$ cat config.mk
export PLATFORM = sky130hd
export DESIGN_NAME = heichips25_spi_cfg_responder_flat
export DESIGN_NICKNAME = d
export VERILOG_FILES = /design/src/rtl/heichips25_spi_cfg_responder_if.sv /design/src/rtl/heichips25_spi_cfg_responder.sv /design/src/flat_wrapper.sv
export SDC_FILE = /design/constraint.sdc
export NUM_CORES = 1
export LEC_CHECK = 0
export CORE_ASPECT_RATIO = 1.4
export CORE_MARGIN = 2
export CORE_UTILIZATION = 30
export DETAILED_ROUTE_END_ITERATION = 7
export DONT_BUFFER_PORTS = 1
export PLACE_DENSITY_LB_ADDON = 0.25
export SLEW_MARGIN = 0
export SYNTH_ARGS = -nofsm -noshare
export SYNTH_HDL_FRONTEND = slang
export SYNTH_SLANG_ARGS = --single-unit
$ cat constraint.sdc
create_clock -name clk_i -period 3.8 [get_ports clk_i]
set_input_delay 0.76 -clock clk_i [delete_from_list [all_inputs] [get_ports clk_i]]
set_output_delay 0.76 -clock clk_i [all_outputs]
set_load 0.005 [all_outputs]
$ cat src/rtl/heichips25_spi_cfg_responder_if.sv
// Pad-side SPI pins and bitstream word sink of the configuration responder.
interface heichips25_spi_cfg_responder_if #(
  parameter int unsigned WORD_W = 32
) ();
  logic              sclk_i;
  logic              cs_n_i;
  logic              mosi_i;
  logic              miso_o;
  logic              miso_en_o;
  logic [WORD_W-1:0] word_o;
  logic              word_valid_o;
  logic              word_ready_i;

  modport master (
    output sclk_i, cs_n_i, mosi_i, word_ready_i,
    input  miso_o, miso_en_o, word_o, word_valid_o
  );

  modport slave (
    input  sclk_i, cs_n_i, mosi_i, word_ready_i,
    output miso_o, miso_en_o, word_o, word_valid_o
  );
endinterface

$ cat src/rtl/heichips25_spi_cfg_responder.sv
// SPI mode-0 responder that oversamples the pads in clk_i, packs WRITE frames into
// configuration words through a 2-entry FIFO and returns a status byte on STATUS frames.
module heichips25_spi_cfg_responder #(
  parameter int unsigned WORD_W      = 32,
  parameter int unsigned SYNC_STAGES = 2
) (
  input  logic clk_i,
  input  logic rst_i,
  input  logic en_i,
  input  logic busy_i,
  input  logic configured_i,
  heichips25_spi_cfg_responder_if.slave bus,
  output logic overrun_o,
  output logic frame_active_o
);
  localparam int unsigned NB = WORD_W / 8;
  localparam int unsigned BW = (NB > 1) ? $clog2(NB) : 1;
  localparam logic [BW-1:0] LAST_BYTE = BW'(NB - 1);

  typedef enum logic [2:0] {ST_IDLE, ST_CMD, ST_WRITE, ST_STATUS, ST_IGNORE} state_t;

  logic [SYNC_STAGES-1:0] sclk_sync, cs_sync, mosi_sync;
  logic sclk_s, cs_s, mosi_s, sclk_q, cs_q;
  logic sclk_rise, sclk_fall, cs_fall;

  always_ff @(posedge clk_i) begin
    if (rst_i) begin
      sclk_sync <= '0;
      cs_sync   <= '1;
      mosi_sync <= '0;
      sclk_q    <= 1'b0;
      cs_q      <= 1'b1;
    end else begin
      sclk_sync <= {sclk_sync[SYNC_STAGES-2:0], bus.sclk_i};
      cs_sync   <= {cs_sync[SYNC_STAGES-2:0], bus.cs_n_i};
      mosi_sync <= {mosi_sync[SYNC_STAGES-2:0], bus.mosi_i};
      sclk_q    <= sclk_s;
      cs_q      <= cs_s;
    end
  end

  assign sclk_s    = sclk_sync[SYNC_STAGES-1];
  assign cs_s      = cs_sync[SYNC_STAGES-1];
  assign mosi_s    = mosi_sync[SYNC_STAGES-1];
  assign sclk_rise = sclk_s & ~sclk_q;
  assign sclk_fall = ~sclk_s & sclk_q;
  assign cs_fall   = cs_q & ~cs_s;
  assign frame_active_o = ~cs_s & en_i;

  logic [2:0] bit_cnt;
  logic [7:0] shreg;
  logic       byte_done;

  always_ff @(posedge clk_i) begin
    if (rst_i || cs_s) begin
      bit_cnt   <= '0;
      shreg     <= '0;
      byte_done <= 1'b0;
    end else begin
      byte_done <= 1'b0;
      if (sclk_rise) begin
        shreg     <= {shreg[6:0], mosi_s};
        bit_cnt   <= bit_cnt + 3'd1;
        byte_done <= (bit_cnt == 3'd7);
      end
    end
  end

  state_t            state, state_d;
  logic [WORD_W-1:0] acc, acc_d;
  logic [BW-1:0]     idx, idx_d;
  logic              miso_q, miso_d;
  logic [7:0]        st_sh, st_sh_d;
  logic [7:0]        status;
  logic [WORD_W+7:0] shifted;
  logic              push_req, clr_ovr, do_push, do_pop, fifo_full;
  logic [WORD_W-1:0] mem [2];
  logic              wr_ptr, rd_ptr;
  logic [1:0]        count;

  assign shifted = {acc, shreg};
  assign status  = {busy_i, configured_i, overrun_o, fifo_full, 4'b0000};

  always_ff @(posedge clk_i) begin
    if (rst_i) begin
      state  <= ST_IDLE;
      acc    <= '0;
      idx    <= '0;
      miso_q <= 1'b0;
      st_sh  <= '0;
    end else begin
      state  <= state_d;
      acc    <= acc_d;
      idx    <= idx_d;
      miso_q <= miso_d;
      st_sh  <= st_sh_d;
    end
  end

  always_comb begin
    state_d  = state;
    acc_d    = acc;
    idx_d    = idx;
    miso_d   = miso_q;
    st_sh_d  = st_sh;
    push_req = 1'b0;
    clr_ovr  = 1'b0;
    if (cs_s || !en_i) begin
      state_d = ST_IDLE;
      miso_d  = 1'b0;
      idx_d   = '0;
    end else begin
      case (state)
        ST_IDLE: if (cs_fall) state_d = ST_CMD;
        ST_CMD: begin
          if (byte_done) begin
            idx_d = '0;
            case (shreg)
              8'h02: begin
                state_d = ST_WRITE;
                clr_ovr = 1'b1;
              end
              8'h05:   state_d = ST_STATUS;
              default: state_d = ST_IGNORE;
            endcase
          end
        end
        ST_WRITE: begin
          if (byte_done) begin
            acc_d = shifted[WORD_W-1:0];
            if (idx == LAST_BYTE) begin
              idx_d    = '0;
              push_req = 1'b1;
            end else begin
              idx_d = idx + BW'(1);
            end
          end
        end
        ST_STATUS: begin
          // A fall with the bit count at 0 starts a byte, so the status is re-captured there.
          if (sclk_fall) begin
            if (bit_cnt == 3'd0) begin
              miso_d  = status[7];
              st_sh_d = {status[6:0], 1'b0};
            end else begin
              miso_d  = st_sh[7];
              st_sh_d = {st_sh[6:0], 1'b0};
            end
          end
        end
        ST_IGNORE: ;
        default: state_d = ST_IDLE;
      endcase
    end
  end

  assign bus.miso_o    = miso_q;
  assign bus.miso_en_o = (state == ST_STATUS);

  assign fifo_full        = (count == 2'd2);
  assign bus.word_valid_o = (count != 2'd0);
  assign bus.word_o       = mem[rd_ptr];
  assign do_pop           = bus.word_valid_o & bus.word_ready_i;
  assign do_push          = push_req & (~fifo_full | do_pop);

  always_ff @(posedge clk_i) begin
    if (rst_i) begin
      for (int unsigned i = 0; i < 2; i++) mem[i] <= '0;
      wr_ptr    <= 1'b0;
      rd_ptr    <= 1'b0;
      count     <= '0;
      overrun_o <= 1'b0;
    end else begin
      if (do_push) begin
        mem[wr_ptr] <= shifted[WORD_W-1:0];
        wr_ptr      <= ~wr_ptr;
      end
      if (do_pop) rd_ptr <= ~rd_ptr;
      case ({do_push, do_pop})
        2'b10:   count <= count + 2'd1;
        2'b01:   count <= count - 2'd1;
        default: count <= count;
      endcase
      if (clr_ovr) overrun_o <= 1'b0;
      else if (push_req && !do_push) overrun_o <= 1'b1;
    end
  end
endmodule

$ cat src/flat_wrapper.sv
// flat-port wrapper written by rule: the top's interface ports become plain ports
module heichips25_spi_cfg_responder_flat 
#(
  parameter int unsigned WORD_W      = 32,
  parameter int unsigned SYNC_STAGES = 2
)
  (clk_i, rst_i, en_i, busy_i, configured_i, overrun_o, frame_active_o, bus_sclk_i, bus_cs_n_i, bus_mosi_i, bus_word_ready_i, bus_miso_o, bus_miso_en_o, bus_word_o, bus_word_valid_o);
  heichips25_spi_cfg_responder_if #(.WORD_W(WORD_W)) bus_i ();
  input  logic clk_i;
  input  logic rst_i;
  input  logic en_i;
  input  logic busy_i;
  input  logic configured_i;
  output logic overrun_o;
  output logic frame_active_o;
  input wire logic [$bits(bus_i.sclk_i)-1:0] bus_sclk_i;
  input wire logic [$bits(bus_i.cs_n_i)-1:0] bus_cs_n_i;
  input wire logic [$bits(bus_i.mosi_i)-1:0] bus_mosi_i;
  input wire logic [$bits(bus_i.word_ready_i)-1:0] bus_word_ready_i;
  output wire logic [$bits(bus_i.miso_o)-1:0] bus_miso_o;
  output wire logic [$bits(bus_i.miso_en_o)-1:0] bus_miso_en_o;
  output wire logic [$bits(bus_i.word_o)-1:0] bus_word_o;
  output wire logic [$bits(bus_i.word_valid_o)-1:0] bus_word_valid_o;
  assign bus_i.sclk_i = bus_sclk_i;
  assign bus_i.cs_n_i = bus_cs_n_i;
  assign bus_i.mosi_i = bus_mosi_i;
  assign bus_i.word_ready_i = bus_word_ready_i;
  assign bus_miso_o = bus_i.miso_o;
  assign bus_miso_en_o = bus_i.miso_en_o;
  assign bus_word_o = bus_i.word_o;
  assign bus_word_valid_o = bus_i.word_valid_o;
  heichips25_spi_cfg_responder #(.WORD_W(WORD_W), .SYNC_STAGES(SYNC_STAGES)) u_core (.clk_i(clk_i), .rst_i(rst_i), .en_i(en_i), .busy_i(busy_i), .configured_i(configured_i), .bus(bus_i), .overrun_o(overrun_o), .frame_active_o(frame_active_o));
endmodule
# --- Yosys cells after proc, flatten, opt, wreduce, memory -nomap -nowiden ---
# Memories as Yosys holds them, arrays and structs flattened. A register that Yosys moved wholly into a read port is not among the register bits.
# Index checks and enable logic that the tools add are counted.
totals:
  inputBits: 9
  memories: 1
  word_cells: 101
  ff_bits: 63
  mem_bits_rw: 64
  output_inout_bits: 37
classes:
  eq_ne: 14
  n_reduce_logical: 20
  muxes: 29
  n_bitwise: 16
  add_sub_neg: 4
memory_table:
  columns: ["name", "depth", "width", "read_ports", "rd_clocked_by_memory_dff", "wr", "line_no", "rtl"]
  rows:
  - ["u_core.mem", 2, 32, 1, 1, 2, "heichips25_spi_cfg_responder.sv:77", "logic [WORD_W-1:0] mem [2];"]
ops:
  columns: ["operator", "n"]
  rows:
  - ["32-bit two-way mux", 1]
  - ["32-bit OR reduction", 1]
  - ["1-bit two-way mux", 18]
  - ["3-bit AND reduction", 4]
  - ["1-bit NOT", 9]
  - ["3-bit case mux with 3 select lines", 1]
  - ["8-bit by 2-bit equality test with 1-bit output, second input constant", 1]
  - ["8-bit by 3-bit equality test with 1-bit output, second input constant", 1]
  - ["8-bit two-way mux", 1]
  - ["2-bit case mux with 2 select lines", 2]
  - ["1-bit bitwise AND", 6]
  - ["2-bit equality test, second input constant", 3]
  - ["3-bit by 2-bit equality test with 1-bit output, second input constant", 2]
  - ["3-bit equality test, second input constant", 2]
  - ["3-bit logical NOT", 2]
  - ["2-bit two-way mux", 3]
  - ["3-bit two-way mux", 2]
  - ["2-bit by 1-bit != test with 1-bit output, second input constant", 3]
  - ["3-bit case mux with 2 select lines", 1]
  - ["2-bit nonzero test", 3]
  - ["2-bit OR reduction", 3]
  - ["2-bit by 1-bit adder with 2-bit output, second input constant", 2]
  - ["3-bit by 1-bit adder with 3-bit output, second input constant", 1]
  - ["3-bit by 1-bit equality test with 1-bit output, second input constant", 1]
  - ["8 further kinds", 10]

# --- Depth between registers and ports, before layout ---
# Gate-level depths: netlist of the first run.
depth:
  depth_word: 11
  depth_mapped: 8
  depth_no_buf: 8

# --- Least setup slack after synthesis of the first run ---
# No wires, ideal clock.
synth_timing:
  kind: "input -> register"
  start: "input en_i"
  end: "memory u_core.mem[0][0] (enable)"
  t_arrival_ns: 2.728
  required_ns: 3.372
  stages: 4
  setup_time_ns: 0.428
  n_path_buf: 0
  slack_ns: 0.644
  cell_sequence: "nand3b_1 -> nor3_4 -> inv_2 -> o21bai_1"
synth_lines:
  columns: ["item", "line_no", "rtl"]
  rows:
  - ["start, declared", "flat_wrapper.sv:11", "input logic en_i;"]
  - ["end, declared", "heichips25_spi_cfg_responder.sv:77", null]

# --- Worst setup path in the final report of the first run ---
layout_timing:
  start: "register u_core.cs_sync[1]"
  end: "output frame_active_o"
layout_via:
  elab_chain_cells: 2
layout_lines:
  columns: ["item", "line_no", "rtl"]
  rows:
  - ["start, declared", "heichips25_spi_cfg_responder.sv:22", "logic [SYNC_STAGES-1:0] sclk_sync, cs_sync, mosi_sync;"]
  - ["start signal, assigned", "heichips25_spi_cfg_responder.sv:35", "cs_sync <= {cs_sync[SYNC_STAGES-2:0], bus.cs_n_i};"]
  - ["1-bit NOT", "heichips25_spi_cfg_responder.sv:48", "assign frame_active_o = ~cs_s & en_i;"]
  - ["1-bit bitwise AND", "heichips25_spi_cfg_responder.sv:48", null]
  - ["end, declared", "flat_wrapper.sv:15", "output logic frame_active_o;"]
# No other way between the ends.

==> report_table.html, run 1 <==
<table>
<tr><th>Metric</th><th>Value</th></tr>
<tr><th colspan="2">Min path</th></tr>
<tr><td>Min-Delay Startpoint</td><td>rst_i</td></tr>
<tr><td>Cells on Worst Hold Path</td><td>1</td></tr>
<tr><td>Worst min path class</td><td>input pin to flip-flop</td></tr>
<tr><td>Worst Hold Path EP</td><td>u_core.sclk_sync[0]</td></tr>
<tr><th colspan="2">CTS</th></tr>
<tr><td>CTS H-tree depth</td><td>4</td></tr>
<tr><td>CTS tree</td><td>done</td></tr>
<tr><td>Worst-Skew Late Latency</td><td>0.42 ns</td></tr>
<tr><td>Hold Buf Count CTS</td><td>0</td></tr>
<tr><td>PostCTS Resize Cnt</td><td>0</td></tr>
<tr><td>Cts bufs inserted</td><td>17</td></tr>
<tr><td>Number of sinks handled by clock tree synthesis</td><td>123</td></tr>
<tr><td>Root buffer cell</td><td>clkbuf_16</td></tr>
<tr><td>Clock transition at path regs</td><td>0.06 ns</td></tr>
<tr><td>Max Buffers Root-to-Sink</td><td>2</td></tr>
<tr><td>Number of buffers inserted by post-CTS setup repair</td><td>0</td></tr>
<tr><th colspan="2">Timing</th></tr>
<tr><td>Minimum period implied by the final worst setup slack</td><td>2.87 ns</td></tr>
<tr><td>Setup TNS</td><td>0 ns</td></tr>
<tr><td>Setup violations, final</td><td>0</td></tr>
<tr><td>Worst Tran Pin Value</td><td>0.856 ns</td></tr>
<tr><td>Max Clk Rate</td><td>349 MHz</td></tr>
<tr><td>Largest clock skew in the final design</td><td>0.00541 ns</td></tr>
<tr><td>Max-slew violation total from the final report</td><td>0</td></tr>
<tr><td>Final worst path period share</td><td>75.5%</td></tr>
<tr><td>Headroom to the max-slew limit</td><td>42.8%</td></tr>
<tr><td>Number of hold violations in the final report</td><td>0</td></tr>
<tr><td>RSZ-0062 raised after global routing</td><td>false</td></tr>
<tr><th colspan="2">Logic synthesis</th></tr>
<tr><td>Area share of the largest cell type after synthesis</td><td>37.0%</td></tr>
<tr><td>Synthesized area</td><td>5200 um^2</td></tr>
<tr><td>Share of synthesized area occupied by flip-flops and latches</td><td>59.7%</td></tr>
<tr><td>Most area-hungry cell type in the Yosys netlist</td><td>edfxtp_1</td></tr>
<tr><td>Most used flip-flop cell after synthesis</td><td>edfxtp_1</td></tr>
<tr><td>Count of flip-flops with a built-in enable after synthesis</td><td>64</td></tr>
<tr><td>Flops &amp; latches, synth</td><td>123</td></tr>
<tr><td>Post-Synthesis Net Count</td><td>463</td></tr>
<tr><td>Number of unique standard cell types used by synthesis</td><td>50</td></tr>
<tr><td>Async set-or-reset flop fraction in the synthesized netlist</td><td>0%</td></tr>
<tr><td>Average size of a mapped cell</td><td>11.6 um^2</td></tr>
<tr><td>Number of warnings printed during yosys synthesis</td><td>0</td></tr>
<tr><td>Gate count after technology mapping</td><td>449</td></tr>
<tr><td>Top cells by area in the synthesized netlist</td><td>edfxtp_1 37%, dfxtp_1 23%, mux2_2 6.9%</td></tr>
<tr><th colspan="2">Setup path</th></tr>
<tr><td>Cell family contributing the most delay on the critical path</td><td>simple AND/OR/NAND/NOR gates</td></tr>
<tr><td>Delay of the slowest critical-path stage</td><td>0.64 ns</td></tr>
<tr><td>R2R depth</td><td>4</td></tr>
<tr><td>Endpoint required time on the critical path</td><td>3.04 ns</td></tr>
<tr><td>Crit Path Max Fanout</td><td>25</td></tr>
<tr><td>Element type at the critical path end</td><td>primary output</td></tr>
<tr><td>End of the worst register-to-register path</td><td>u_core.mem[1][15]</td></tr>
<tr><td>Crit path DAT</td><td>2.11 ns</td></tr>
<tr><td>Startpoint of the most critical register-to-register path</td><td>u_core.state[1]</td></tr>
<tr><td>Critical path buffers and inverters</td><td>2</td></tr>
<tr><td>R2r setup slk</td><td>1.16 ns</td></tr>
<tr><td>Critical path cell sequence</td><td>nand2b_1 &gt; clkinv_1 &gt; buf_4</td></tr>
<tr><td>Setup crit start kind</td><td>flip-flop</td></tr>
<tr><td>Master of the slowest instance on the critical path</td><td>nand2b_1</td></tr>
<tr><td>Critical path depth</td><td>3</td></tr>
<tr><td>Setup Crit Path Kind</td><td>flip-flop to primary output</td></tr>
<tr><th colspan="2">Pwr</th></tr>
<tr><td>Areal power density over the cells</td><td>531 nW/um^2</td></tr>
<tr><td>Comb power frac</td><td>1.8%</td></tr>
<tr><td>Sw Share</td><td>19.2%</td></tr>
<tr><td>Part of the power in the clock network</td><td>53.3%</td></tr>
<tr><td>Cell Int Power</td><td>2.60 mW</td></tr>
<tr><td>Sum of internal, switching and leakage power</td><td>3.21 mW</td></tr>
<tr><td>Peak ir drop on the vdd network</td><td>0.000224 V</td></tr>
<tr><td>Switching power total</td><td>0.615 mW</td></tr>
<tr><td>Static leakage</td><td>2.10 nW</td></tr>
<tr><td>Sequential share of power</td><td>44.9%</td></tr>
<tr><th colspan="2">Floorplanning</th></tr>
<tr><td>Horiz. Die Dim</td><td>115 um</td></tr>
<tr><td>Starting utilization of the core area</td><td>30.2%</td></tr>
<tr><td>Cell row count</td><td>57</td></tr>
<tr><td>Die Area</td><td>18,400 um^2</td></tr>
<tr><td>Y dimension of the die</td><td>160 um</td></tr>
<tr><td>Total core area</td><td>17,200 um^2</td></tr>
<tr><td>Top-level I/O count</td><td>46</td></tr>
<tr><th colspan="2">Layout</th></tr>
<tr><td>Fraction of final layout cells sized beyond drive strength 1</td><td>18.2%</td></tr>
<tr><td>Count of antenna diodes in the layout</td><td>0</td></tr>
<tr><td>Most frequent standard cell in the layout excluding fill and tap cells</td><td>edfxtp_1</td></tr>
<tr><td># fillers</td><td>1,682</td></tr>
<tr><td>Layout overhead on the synthesized area</td><td>16.3%</td></tr>
<tr><td>Final nets</td><td>458</td></tr>
<tr><td>Cell area after layout</td><td>6040 um^2</td></tr>
<tr><td>Most frequent cells in the layout</td><td>64 x edfxtp_1, 59 x dfxtp_1, 42 x a21oi_1</td></tr>
<tr><th colspan="2">Global routing</th></tr>
<tr><td>Initial antenna violation count</td><td>0</td></tr>
<tr><td>Wire length of the first global-routing pass</td><td>17,700 um</td></tr>
<tr><td>Total congestion overflow after global routing</td><td>0</td></tr>
<tr><td>Via count of the first global-routing pass</td><td>3,360</td></tr>
<tr><td>Overall routing resource usage</td><td>12.6%</td></tr>
<tr><td>Pin count of the biggest net entering global routing</td><td>45</td></tr>
<tr><th colspan="2">Drt</th></tr>
<tr><td>Routed WL per cell</td><td>15.8 um</td></tr>
<tr><td>Initial DRC Count</td><td>216</td></tr>
<tr><td>Routed wire length</td><td>11,000 um</td></tr>
<tr><td>First-pass iteration count of the detailed router</td><td>7</td></tr>
<tr><td>Number of antenna-violating nets in the routed design</td><td>0</td></tr>
<tr><td>DRC violation count after routing</td><td>0</td></tr>
<tr><td>Total vias in the final route</td><td>3,304</td></tr>
<tr><td>Vias/cell</td><td>4.77</td></tr>
<tr><th colspan="2">Place</th></tr>
<tr><td>PortBufs</td><td>0</td></tr>
<tr><td>Hpwl dp</td><td>7310 um</td></tr>
<tr><td>Post-Place Cell Area</td><td>5400 um^2</td></tr>
<tr><td>Weighted congestion at the end of routability-driven global placement</td><td>0.779</td></tr>
<tr><th colspan="2">Run</th></tr>
<tr><td>Maximum capacitance violations</td><td>0</td></tr>
<tr><th colspan="2">Run status</th></tr>
<tr><td>Result of the run</td><td>completed</td></tr>
</table>
==> through the flow <==
step	utilization, %	instances	hold WS [ns]	setup slack, ns
CTS	35.2	693	0.384	0.945
global route	35.2	693	0.389	0.755
global placement	31.4	661	0.400	1.20
floorplan	-	449	0.389	0.644
finish	35.2	693	0.406	0.932
detailed placement	31.4	661	0.400	1.13
==> final cells by class <==
class                   instances  area (um^2)  area share, %
well taps                     236          295           4.89
flip-flops and latches        123         3100           51.3
multi-input cells             286         1910           31.6
clock inverters                 8         97.6           1.61
inverters                       9         33.8          0.559
clock buffers                  24          551           9.11
repair buffers                  7         52.6          0.869
==> power groups by stage <==
stage                     sequential (mW)  combinational, mW  clock (mW)
after floorplan                      1.47             0.0502           0
after global placement               1.47             0.0578           0
after detailed placement             1.47             0.0594           0
after CTS                            1.44             0.0598        1.74
after global routing                 1.45             0.0638        1.80
final                                1.44             0.0572        1.71
==> cells by family (layout without fill, tap and decap cells) <==
logic type	Yosys count	after routing	share of synthesized area, %
multiplexers	35	35	7.51
adder cells (fa/ha/maj)	5	5	1.20
buffers and inverters	40	48	3.61
XOR/XNOR	4	4	0.674
flip-flops	123	123	59.7
AND/OR/NAND/NOR	162	162	18.8
AO/OA/AOI/OAI	80	80	8.47
==> cell usage after synthesis, drive strengths merged (3+ instances only) <==
library cell,instances
xnor2,3
nor3,4
mux2i,3
nor3b,3
and3,33
dfxtp,59
nand3,26
buf,13
and2,31
ha,5
edfxtp,64
nand4bb,3
nand2b,6
nand2,23
nor2b,6
nand3b,3
o21ai,26
or2,4
mux2,32
a21oi,42
clkbuf,18
inv,8
nor2,8
==> per-layer routing <==
metal  vias to the layer above  wire (um)  global-route usage [%]  part of all wire [%]
met5                         -          0                       0                     0
met4                         0        252                    4.98                   2.3
met3                        21        585                    5.01                   5.3
met2                        76       5780                    21.7                    53
met1                      1588       4340                    13.7                    40
li1                       1619          -                       -                     -
==> how the worst max path moves through the flow <==
stage | from | endpoint | slack (ns)
finish | u_core.cs_sync[1] | frame_active_o | 0.93
global route | u_core.cs_sync[1] | frame_active_o | 0.75
CTS | u_core.cs_sync[1] | frame_active_o | 0.94
detailed placement | u_core.state[1] | u_core.mem[1][14] | 1.13
global placement | en_i | frame_active_o | 1.20
floorplan | en_i | u_core.mem[0][0] | 0.64
==> flip-flops by register name (all words and copies together) (netlist names), 2 cells and up, named ones only <==
signal / cells
u_core.cs_sync: 2
u_core.mem: 64
u_core.bit_cnt: 3
u_core.state: 3
u_core.acc: 24
u_core.mosi_sync: 2
u_core.count: 2
u_core.st_sh: 3
u_core.sclk_sync: 2
u_core.idx: 2
u_core.shreg: 8
==> worst register-to-register path: cells and delay by family (launching register included) <==
family | cells | cell delay [ns]
buf+inv | 1 | 0.31
flops | 1 | 0.48
simple gates | 3 | 1.46
(Power assumes the default switching activity.)
==> run 2: changes to the inputs <==
Clock period 3.8 ns to 2.55 ns, I/O delays scaled along.
==> run 2 against run 1 <==
- register-to-register slack worse by 0.73 ns
- global-route usage is 0.099 points higher
- cell count is 0.29% higher
- flip-flop and latch count stayed put
- power is 44% higher
- worst setup slack worse by 0.50 ns
==> report_table.html, run 2 (synthesized netlist as in run 1, its figures left out) <==
<table>
<tr><th>Metric</th><th>Value</th></tr>
<tr><th colspan="2">Layout</th></tr>
<tr><td>Biggest register</td><td>u_core.mem</td></tr>
<tr><td>Top flop regs</td><td>u_core.mem (64), u_core.acc (24), u_core.shreg (8)</td></tr>
<tr><td>Most frequent standard cell in the layout excluding fill and tap cells</td><td>edfxtp_1</td></tr>
<tr><td>Fraction of final layout cells sized beyond drive strength 1</td><td>17.9% (-0.30 points)</td></tr>
<tr><td>Count of antenna diodes in the layout</td><td>0 (unchanged)</td></tr>
<tr><td>Layout overhead on the synthesized area</td><td>15.7%</td></tr>
<tr><td>Cell area after layout</td><td>6020 um^2 (-0.46%)</td></tr>
<tr><td># fillers</td><td>1,710 (+1.7%)</td></tr>
<tr><td>Number of flip-flops under the largest register name</td><td>64 (unchanged)</td></tr>
<tr><td>Post-route insts no fill</td><td>695 (+0.29%)</td></tr>
<tr><td>Final nets</td><td>460 (+0.44%)</td></tr>
<tr><td>Most frequent cells in the layout</td><td>64 x edfxtp_1, 59 x dfxtp_1, 42 x a21oi_1</td></tr>
<tr><th colspan="2">Setup path</th></tr>
<tr><td>Setup crit start kind</td><td>flip-flop</td></tr>
<tr><td>End of the worst register-to-register path</td><td>u_core.count[1]</td></tr>
<tr><td>Setup Crit Path Kind</td><td>flip-flop to flip-flop</td></tr>
<tr><td>Critical path cell sequence</td><td>nand4bb_2 &gt; buf_4 &gt; nor3_4 &gt; inv_2 &gt; ha_1 &gt; or3_1 &gt; a21oi_1</td></tr>
<tr><td>Startpoint of the most critical register-to-register path</td><td>u_core.state[2]</td></tr>
<tr><td>Critical path depth</td><td>7 (+4)</td></tr>
<tr><td>Delay of the slowest critical-path stage</td><td>0.39 ns (-0.25 ns)</td></tr>
<tr><td>R2r setup slk</td><td>0.43 ns (-0.73 ns)</td></tr>
<tr><td>Element type at the critical path end</td><td>flip-flop</td></tr>
<tr><td>Endpoint required time on the critical path</td><td>2.90 ns (-0.14 ns)</td></tr>
<tr><td>First element of the critical path</td><td>u_core.state[2]</td></tr>
<tr><td>Master of the slowest instance on the critical path</td><td>or3_1</td></tr>
<tr><td>Crit Path Max Fanout</td><td>28 (+12%)</td></tr>
<tr><td>Cell family contributing the most delay on the critical path</td><td>simple AND/OR/NAND/NOR gates</td></tr>
<tr><td>Crit path DAT</td><td>2.46 ns (+0.35 ns)</td></tr>
<tr><td>Capturing instance or port of the critical path</td><td>u_core.count[1]</td></tr>
<tr><td>R2R depth</td><td>7 (+3)</td></tr>
<tr><td>Critical path buffers and inverters</td><td>2 (unchanged)</td></tr>
<tr><th colspan="2">Drt</th></tr>
<tr><td>First-pass iteration count of the detailed router</td><td>4 (-3)</td></tr>
<tr><td>Total vias in the final route</td><td>3,279 (-0.76%)</td></tr>
<tr><td>Routed wire length</td><td>11,100 um (+1.7%)</td></tr>
<tr><td>Number of antenna-violating nets in the routed design</td><td>0 (unchanged)</td></tr>
<tr><td>DRC violation count after routing</td><td>0 (unchanged)</td></tr>
<tr><td>Routed WL per cell</td><td>16.0 um (+1.4%)</td></tr>
<tr><td>Vias/cell</td><td>4.72 (-1.0%)</td></tr>
<tr><td>Initial DRC Count</td><td>135 (-38%)</td></tr>
<tr><th colspan="2">Pwr</th></tr>
<tr><td>Cell Int Power</td><td>3.73 mW (+44%)</td></tr>
<tr><td>Switching power total</td><td>0.890 mW (+45%)</td></tr>
<tr><td>Static leakage</td><td>2.09 nW (-0.46%)</td></tr>
<tr><td>Areal power density over the cells</td><td>769 nW/um^2 (+45%)</td></tr>
<tr><td>Part of the power in the clock network</td><td>51.6% (-1.7 points)</td></tr>
<tr><td>Sw Share</td><td>19.3% (+0.11 points)</td></tr>
<tr><td>Comb power frac</td><td>2.0% (+0.2 points)</td></tr>
<tr><td>Sequential share of power</td><td>46.5% (+1.6 points)</td></tr>
<tr><td>Peak ir drop on the vdd network</td><td>0.000324 V (+45%)</td></tr>
<tr><th colspan="2">Global routing</th></tr>
<tr><td>Initial antenna violation count</td><td>0 (unchanged)</td></tr>
<tr><td>Wire length of the first global-routing pass</td><td>17,600 um (-0.74%)</td></tr>
<tr><td>Overall routing resource usage</td><td>12.7% (+0.099 points)</td></tr>
<tr><td>Pin count of the biggest net entering global routing</td><td>45 (unchanged)</td></tr>
<tr><td>Total congestion overflow after global routing</td><td>0 (unchanged)</td></tr>
<tr><td>Via count of the first global-routing pass</td><td>3,242 (-3.5%)</td></tr>
<tr><th colspan="2">Timing</th></tr>
<tr><td>RSZ-0062 raised after global routing</td><td>false</td></tr>
<tr><td>Number of hold violations in the final report</td><td>0 (unchanged)</td></tr>
<tr><td>Least setup slack across all paths after layout</td><td>0.431 ns (-0.500 ns)</td></tr>
<tr><td>Headroom to the max-slew limit</td><td>44.8% (+2.0 points)</td></tr>
<tr><td>Max-slew violation total from the final report</td><td>0 (unchanged)</td></tr>
<tr><td>Minimum period implied by the final worst setup slack</td><td>2.12 ns</td></tr>
<tr><td>Final worst path period share</td><td>83.1%</td></tr>
<tr><td>Setup violations, final</td><td>0 (unchanged)</td></tr>
<tr><td>Setup TNS</td><td>0 ns (unchanged)</td></tr>
<tr><td>Worst Tran Pin Value</td><td>0.826 ns (-0.0301 ns)</td></tr>
<tr><td>Max Clk Rate</td><td>472 MHz</td></tr>
<tr><td>Largest clock skew in the final design</td><td>0.0120 ns (+0.00658 ns)</td></tr>
<tr><th colspan="2">CTS</th></tr>
<tr><td>Worst-Skew Late Latency</td><td>0.42 ns (about the same)</td></tr>
<tr><td>Root buffer cell</td><td>clkbuf_16</td></tr>
<tr><td>CTS tree</td><td>done</td></tr>
<tr><td>Hold Buf Count CTS</td><td>0 (unchanged)</td></tr>
<tr><td>Max Buffers Root-to-Sink</td><td>2 (unchanged)</td></tr>
<tr><td>Cts bufs inserted</td><td>17 (unchanged)</td></tr>
<tr><td>Number of buffers inserted by post-CTS setup repair</td><td>0 (unchanged)</td></tr>
<tr><td>Number of sinks handled by clock tree synthesis</td><td>123 (unchanged)</td></tr>
<tr><td>PostCTS Resize Cnt</td><td>0 (unchanged)</td></tr>
<tr><td>CTS H-tree depth</td><td>4 (unchanged)</td></tr>
<tr><td>Clock transition at path regs</td><td>0.05 ns (about the same)</td></tr>
<tr><th colspan="2">Floorplanning</th></tr>
<tr><td>Y dimension of the die</td><td>160 um (unchanged)</td></tr>
<tr><td>Starting utilization of the core area</td><td>30.2% (unchanged)</td></tr>
<tr><td>Cell row count</td><td>57 (unchanged)</td></tr>
<tr><td>Die Area</td><td>18,400 um^2 (unchanged)</td></tr>
<tr><td>Horiz. Die Dim</td><td>115 um (unchanged)</td></tr>
<tr><td>Top-level I/O count</td><td>46 (unchanged)</td></tr>
<tr><td>Total core area</td><td>17,200 um^2 (unchanged)</td></tr>
<tr><th colspan="2">Run status</th></tr>
<tr><td>Result of the run</td><td>completed</td></tr>
<tr><th colspan="2">Place</th></tr>
<tr><td>DP Worst Slack</td><td>0.416 ns (-0.714 ns)</td></tr>
<tr><td>Post-Place Cell Area</td><td>5420 um^2 (+0.51%)</td></tr>
<tr><td>Hpwl dp</td><td>7130 um (-2.5%)</td></tr>
<tr><td>Weighted congestion at the end of routability-driven global placement</td><td>0.868 (+11%)</td></tr>
<tr><td>PortBufs</td><td>0 (unchanged)</td></tr>
<tr><td>Placed instance count</td><td>663 (+0.30%)</td></tr>
<tr><th colspan="2">Run</th></tr>
<tr><td>Maximum capacitance violations</td><td>0 (unchanged)</td></tr>
<tr><th colspan="2">Min path</th></tr>
<tr><td>Worst min path class</td><td>input pin to flip-flop</td></tr>
</table>
==> run 2: cell types whose count changed in the layout (fill, tap and decap cells not counted) <==
cell and change:
buf_12 +1, buf_4 +1, clkbuf_1 +3, clkbuf_16 -3, clkbuf_4 -1, clkbuf_8 +2
clkinv_2 +1, clkinv_4 -1, clkinvlp_4 -1
==> run 2: layer usage <==
layer  vias up  share of wire, %  track usage (%)
li1       1619                 -                -
met1      1581                40             13.5
met2        66                54             22.0
met3        13               3.8             4.93
met4         0               2.3             5.59
met5         -                 0                0
==> run 2: worst register-to-register path, stage by stage, from the launching register on <==
cell and delay (ns):
dfxtp_1 0.35, nand4bb_2 0.30, buf_4 0.26, nor3_4 0.20, inv_2 0.08, ha_1 0.32
or3_1 0.39, a21oi_1 0.14
==> run 2: final cells by class <==
cell class	instances	area, um^2	area share (%)
Timing Repair Buffer	9	80.1	1.33
Clock buffer	25	507	8.42
Sequential cell	123	3100	51.6
Multi-Input combinational cell	286	1910	31.8
Tap cell	236	295	4.91
Clock inverter	7	86.3	1.43
Inverter	9	33.8	0.561
==> run 2: power groups by stage <==
stage	Combinational [mW]	Sequential, mW	Clock (mW)
2_1_floorplan	0.0752	2.18	0
3_3_place_gp	0.0952	2.19	0
3_5_place_dp	0.0961	2.19	0
4_1_cts	0.0967	2.15	2.44
5_1_grt	0.100	2.15	2.52
6_report	0.0915	2.15	2.38
==> run 2: worst min path at each step <==
stage,slack [ns],depth (start not counted),from,endpoint
2_1_floorplan,0.39,1,u_core.cs_sync[0],u_core.cs_sync[1]
3_3_place_gp,0.40,1,u_core.cs_sync[0],u_core.cs_sync[1]
3_5_place_dp,0.41,1,u_core.cs_sync[0],u_core.cs_sync[1]
4_1_cts,0.15,1,rst_i,u_core.mosi_sync[0]
5_1_grt,0.14,1,rst_i,u_core.st_sh[5]
6_report,0.16,1,rst_i,u_core.st_sh[5]
==> run 2: metrics by stage <==
step                      hold WS [ns]  utilization (%)  total power, mW
after floorplan                  0.389                -             2.26
after global placement           0.403             31.6             2.28
after detailed placement         0.409             31.6             2.29
after CTS                        0.147             35.0             4.68
after global routing             0.138             35.0             4.78
final                            0.160             35.0             4.62
